File: src/rtl/fifo_rr_pop_arbiter_pkg.sv
// Shared definitions for the round-robin FIFO pop arbiter: FSM encodings and default widths.
package fifo_rr_pop_arbiter_pkg;

  typedef enum logic [1:0] {
    ST_IDLE  = 2'd0,
    ST_GRANT = 2'd1,
    ST_STALL = 2'd2
  } arb_state_t;

  localparam int NUM_FIFOS_D = 4;
  localparam int WORD_SIZE_D = 6;
  localparam int ID_L_D      = 2;
  localparam int BURST_D     = 4;
  localparam int BURST_L_D   = 3;

endpackage

File: src/rtl/fifo_rr_pop_arbiter_rr_pick.sv
// Combinational round-robin scan: first requester after i_last, wrapping modulo NUM_FIFOS.
module fifo_rr_pop_arbiter_rr_pick
  import fifo_rr_pop_arbiter_pkg::*;
#(
  parameter int NUM_FIFOS = NUM_FIFOS_D,
  parameter int ID_L      = ID_L_D
) (
  input  logic [NUM_FIFOS-1:0] i_req,
  input  logic [ID_L-1:0]      i_last,
  output logic                 o_valid,
  output logic [ID_L-1:0]      o_idx
);

  function automatic logic [ID_L-1:0] wrap_idx(input logic [ID_L-1:0] base, input int off);
    int sum;
    sum = (int'(base) + off) % NUM_FIFOS;
    return sum[ID_L-1:0];
  endfunction

  // Scan from the farthest candidate inward so the nearest requester after i_last wins;
  // offset NUM_FIFOS lands on i_last itself, letting a sole requester be re-picked.
  always_comb begin
    o_valid = 1'b0;
    o_idx   = '0;
    for (int k = NUM_FIFOS; k >= 1; k--) begin
      if (i_req[wrap_idx(i_last, k)]) begin
        o_valid = 1'b1;
        o_idx   = wrap_idx(i_last, k);
      end
    end
  end

endmodule

File: src/rtl/fifo_rr_pop_arbiter.sv
// Round-robin read scheduler: pops source FIFOs in bursts of up to BURST words and
// forwards each popped word through one output register to the downstream FIFO.
module fifo_rr_pop_arbiter
  import fifo_rr_pop_arbiter_pkg::*;
#(
  parameter int NUM_FIFOS = NUM_FIFOS_D,
  parameter int WORD_SIZE = WORD_SIZE_D,
  parameter int ID_L      = ID_L_D,
  parameter int BURST     = BURST_D,
  parameter int BURST_L   = BURST_L_D
) (
  input  logic                           clk,
  input  logic                           reset,
  input  logic                           arb_enable,
  input  logic [NUM_FIFOS-1:0]           fifo_empty,
  input  logic [NUM_FIFOS*WORD_SIZE-1:0] fifo_data,
  input  logic                           out_almost_full,
  output logic [NUM_FIFOS-1:0]           fifo_rd,
  output logic                           out_push,
  output logic [WORD_SIZE-1:0]           out_data,
  output logic [ID_L-1:0]                grant_id,
  output logic                           arb_idle
);

  arb_state_t           r_state;
  logic [ID_L-1:0]      r_grant;
  logic [ID_L-1:0]      r_last;
  logic [BURST_L-1:0]   r_burst_cnt;
  logic                 r_push;
  logic [WORD_SIZE-1:0] r_data;

  logic                 w_pop;
  logic                 w_burst_done;
  logic                 w_pick_vld;
  logic [ID_L-1:0]      w_pick_idx;
  logic [ID_L-1:0]      w_pick_base;
  logic [NUM_FIFOS-1:0] w_req;

  assign w_req = ~fifo_empty;

  // While granted, the next pick is scanned from the current grant, which becomes last_served.
  assign w_pick_base = (r_state == ST_GRANT) ? r_grant : r_last;

  fifo_rr_pop_arbiter_rr_pick #(
    .NUM_FIFOS(NUM_FIFOS),
    .ID_L     (ID_L)
  ) u_pick (
    .i_req  (w_req),
    .i_last (w_pick_base),
    .o_valid(w_pick_vld),
    .o_idx  (w_pick_idx)
  );

  assign w_pop = (r_state == ST_GRANT) && !fifo_empty[r_grant] &&
                 !out_almost_full && arb_enable;
  assign w_burst_done = (r_burst_cnt == BURST_L'(BURST - 1));

  always_comb begin
    fifo_rd = '0;
    if (w_pop) fifo_rd[r_grant] = 1'b1;
  end

  always_ff @(posedge clk or posedge reset) begin
    if (reset) begin
      r_state     <= ST_IDLE;
      r_grant     <= '0;
      r_last      <= ID_L'(NUM_FIFOS - 1);
      r_burst_cnt <= '0;
      r_push      <= 1'b0;
      r_data      <= '0;
    end else begin
      r_push <= w_pop;
      if (w_pop) r_data <= fifo_data[r_grant*WORD_SIZE +: WORD_SIZE];

      case (r_state)
        ST_IDLE: begin
          if (arb_enable && w_pick_vld && !out_almost_full) begin
            r_state     <= ST_GRANT;
            r_grant     <= w_pick_idx;
            r_burst_cnt <= '0;
          end
        end
        ST_GRANT: begin
          if (!arb_enable) begin
            r_state <= ST_IDLE;
            r_last  <= r_grant;
          end else if (out_almost_full) begin
            r_state <= ST_STALL;
          end else if (w_pop && !w_burst_done) begin
            r_burst_cnt <= r_burst_cnt + 1'b1;
          end else begin
            // Burst finished or granted FIFO ran dry: hand over without an idle cycle.
            r_last      <= r_grant;
            r_burst_cnt <= '0;
            if (w_pick_vld) r_grant <= w_pick_idx;
            else            r_state <= ST_IDLE;
          end
        end
        ST_STALL: begin
          if (!arb_enable) begin
            r_state <= ST_IDLE;
            r_last  <= r_grant;
          end else if (!out_almost_full) begin
            r_state <= ST_GRANT;
          end
        end
        default: r_state <= ST_IDLE;
      endcase
    end
  end

  assign out_push = r_push;
  assign out_data = r_data;
  assign grant_id = r_grant;
  assign arb_idle = (r_state == ST_IDLE);

endmodule

File: config.mk
export PLATFORM = sky130hd
export DESIGN_NAME = fifo_rr_pop_arbiter
export DESIGN_NICKNAME = d
export VERILOG_FILES = /design/src/rtl/fifo_rr_pop_arbiter_pkg.sv /design/src/rtl/fifo_rr_pop_arbiter_rr_pick.sv /design/src/rtl/fifo_rr_pop_arbiter.sv
export SDC_FILE = /design/constraint.sdc
export NUM_CORES = 1
export LEC_CHECK = 0
export BUFFER_PORTS_ARGS = -buffer_cell sky130_fd_sc_hd__buf_2
export CORE_UTILIZATION = 47
export DETAILED_ROUTE_END_ITERATION = 16
export GPL_ROUTABILITY_DRIVEN = 1
export PLACE_DENSITY = 0.8
export SKIP_LAST_GASP = 1
export SYNTH_ARGS = -nofsm -noshare
export SYNTH_HDL_FRONTEND = slang
export SYNTH_SLANG_ARGS = --single-unit
File: constraint.sdc
create_clock -name clk -period 1.9 [get_ports clk]
set_input_delay 0.475 -clock clk [delete_from_list [all_inputs] [get_ports clk]]
set_output_delay 0.475 -clock clk [all_outputs]
set_load 0.01 [all_outputs]
==> flow_summary_export.csv <==
group,metric,value,unit
worst_setup_path,rr_endpoint,"grant_id[0]",
floorplanning,die_w,50.7,um
worst_setup_path,arrival,1.38,ns
worst_setup_path,cp-end-kind,"output pin",
worst_setup_path,cp-startpoint,"grant_id[1]",
power_and_ir_drop,intPower,0.000934,W
global_routing,antenna_found_initial,0,
power_and_ir_drop,power_switching,0.000513,W
synthesis,synth_compound_area_share,17.2,%
synthesis,synth-edff-count,0,
worst_setup_path,cp_cell_sequence,"buf_6 > nor4b_4 > buf_2",
clock_network,cts_buffer_depth,2,
sta,final-setup-viol-count,0,
place,place_congestion,0.851,
worst_setup_path,path_delay_family,"flip-flops",
run_status,outcome,"finished, final reports clean",
sta,grt_setup_unrepaired,"true",
flow_run,max_cap_violations,0,
synthesis,yosys_most_used_dff,"dfrtp_1",
floorplanning,io_pins,46,
routing,wl_per_cell,15.4,um
sta,fin_setup_tns,0,ns
sta,min_period,1.86,ns
synthesis,syn_area,0.00111,mm2
synthesis,seq_area_frac_synth,36.2,%
clock_network,cts_tree,"yes",
synthesis,synth-xor-area-share,0,%
global_routing,grt_util_all_layers,23.0,%
sta,worstMarginPinSlew,0.635,ns
floorplanning,core,0.00221,mm2
synthesis,synthAdderAreaFrac,2.25,%
clock_network,hold_buffers,0,
clock_network,h-tree-depth,1,
final_layout,drive_gt1_share,53.9,%
global_routing,grt_pass1_wl,4430,um
power_and_ir_drop,vdd_drop_max,0.535,mV
floorplanning,start_util,50.3,%
worst_setup_path,required,1.42,ns
synthesis,syn_inst,107,
routing,final_antenna_net_count,0,
clock_network,clock-root-buffer,"clkbuf_4",
final_layout,layout_common_cells,"buf_2, buf_4, dfrtp_1",
synthesis,synth-simple-area-share,17.9,%
routing,wirelength,3010,um
worst_setup_path,crit_cells,3,
final_layout,multi_input_area,684,um2
final_layout,final_common_cell,"buf_2",
worst_setup_path,cp-endpoint,"fifo_rd[1]",
power_and_ir_drop,p_seq_share,35.4,%
final_layout,final_nets,202,
power_and_ir_drop,p_total,0.00145,W
worst_setup_path,cpMaxStageDelayCell,"dfrtp_2",
worst_setup_path,crit_path_max_incr_delay,0.48,ns
power_and_ir_drop,netSwitchingFraction,35.5,%
place,io_buffers,45,
power_and_ir_drop,combPwrFrac,49.1,%
power_and_ir_drop,power.density,943,mW/mm2
clock_network,clock_latency,0.28,ns
synthesis,ys_async_sr_fraction,100,%
synthesis,synth_top_family_by_area,"multiplexers",
routing,drc,0,
final_layout,seq_area,404,um2
sta,max_slew_margin,57.6,%
routing,vias,1099,
worst_setup_path,r2r_setup_slack,0.19,ns
floorplanning,rows,17,
global_routing,overflow,0,
sta,drv_slew,0,
routing,drtPass1Iterations,4,
final_layout,fill_cells,168,
synthesis,synth_cell_types,34,
synthesis,synth_nets,141,
floorplanning,die-area,0.00257,mm2
sta,finalClockSkew,0.00668,ns
power_and_ir_drop,p_leak,0.720,nW
routing,first_iter_violations,16,
synthesis,muxShareOfSynthArea,21.6,%
worst_setup_path,rr_startpoint,"r_state[1]",
final_layout,syn_to_final_growth,37.9,%
worst_setup_path,cp_max_fo,6,
worst_setup_path,start_kind,"flip-flop",
routing,vias_per_cell,5.64,
global_routing,grt_max_degree,21,
sta,hold_violations,0,
clock_network,cts.sinks,16,
clock_network,cts-buffers-inserted,3,
worst_setup_path,worst-setup-path-type,"reg -> out",
place,dp.final_hpwl,2220,um
min_path,hp-class,"in -> async",
floorplanning,die_h,50.7,um
sta,min_period_over_period,97.8,%
worst_setup_path,path_buf_inv,2,
clock_network,path_clk_slew,0.10,ns
global_routing,grt_pass1_vias,1057,
sta,fmax,0.538,GHz
synthesis,yosysWarnings,0,
synthesis,postSynthAreaPerCell,10.4,um2
power_and_ir_drop,clockPowerShare,15.6,%
worst_setup_path,r2r_cells,6,
synthesis,ys_ff_latch,16,
final_layout,antennaDiodeCount,0,
[power by group through the flow]
stage / registers (W) / clock network (W) / logic [W]
after global routing: 0.000523 / 0.000249 / 0.000772
after detailed placement: 0.000520 / 0 / 0.000643
final: 0.000512 / 0.000225 / 0.000710
after floorplan: 0.000545 / 0 / 0.000398
after CTS: 0.000508 / 0.000228 / 0.000680
after global placement: 0.000515 / 0 / 0.000626
[cell usage after synthesis (3+ instances only)]
cell / number / area, um2
nor3_1: 5 / 25.0
a21oi_1: 7 / 35.0
o22ai_1: 3 / 18.8
mux4_2: 7 / 158
inv_1: 4 / 15.0
dfrtp_1: 14 / 350
nand2_1: 8 / 30.0
mux2_2: 6 / 67.6
nand2b_1: 4 / 25.0
nor2_1: 10 / 37.5
o21ai_0: 5 / 25.0
[sequential cells by signal, indices dropped and copies added (netlist names)]
name,flops
r_last,2
out_data,6
r_state,2
grant_id,2
r_burst_cnt,3
out_push,1
[how the worst min path moves through the flow]
stage	slack (ns)	cells after the start	to	startpoint
2_1_floorplan	0.39	1	grant_id[0]	reset
3_3_place_gp	0.46	2	r_burst_cnt[2]	r_burst_cnt[2]
3_5_place_dp	0.48	2	r_burst_cnt[2]	r_burst_cnt[2]
4_1_cts	0.28	2	out_push	reset
5_1_grt	0.29	2	out_push	reset
6_report	0.27	2	out_data[0]	reset
[through the flow]
stage / setup slack, ns / instances / instance area [um2] / utilization [%] / hold slack, ns
final: 0.0416 / 195 / 1540 / 69.4 / 0.268
after global routing: -0.0131 / 195 / 1540 / 69.4 / 0.294
after CTS: -0.0104 / 193 / 1510 / 68.4 / 0.277
after detailed placement: -0.108 / 187 / 1440 / 65.0 / 0.481
after global placement: 0.0435 / 187 / 1440 / 65.0 / 0.462
after floorplan: 0.116 / 107 / 1120 / - / 0.387
[cell type report]
cell class	instances	share of cell area, %
clock buffer	4	2.36
inverter	4	0.978
timing repair buffer	62	23.5
multi-input combinational	81	44.6
sequential	16	26.3
tap	28	2.28
[routing by layer]
| metal | wire length [um] | part of all wire, % | GRT usage, % | vias up |
|---|---|---|---|---|
| li1 | - | - | - | 530 |
| met1 | 1190 | 39 | 25.6 | 509 |
| met2 | 1540 | 51 | 44.4 | 54 |
| met3 | 244 | 8.1 | 4.24 | 6 |
| met4 | 35 | 1.2 | 5.09 | 0 |
| met5 | 0 | 0 | 0 | - |
[kinds of logic after synthesis]
group | after synthesis
muxes | 14
DFF | 16
and+or+nand+nor | 37
adders and majority gates | 2
AOI/OAI and AO/OA | 28
buffers and inverters | 10
[what timing repair did]
action                     in CTS  in global routing
setup buffers                   2                  2
resized for setup               5                  2
pin swaps                       1                  1
setup endpoints to repair       4                  4
Note: power is estimated with default switching activity, not from simulation.
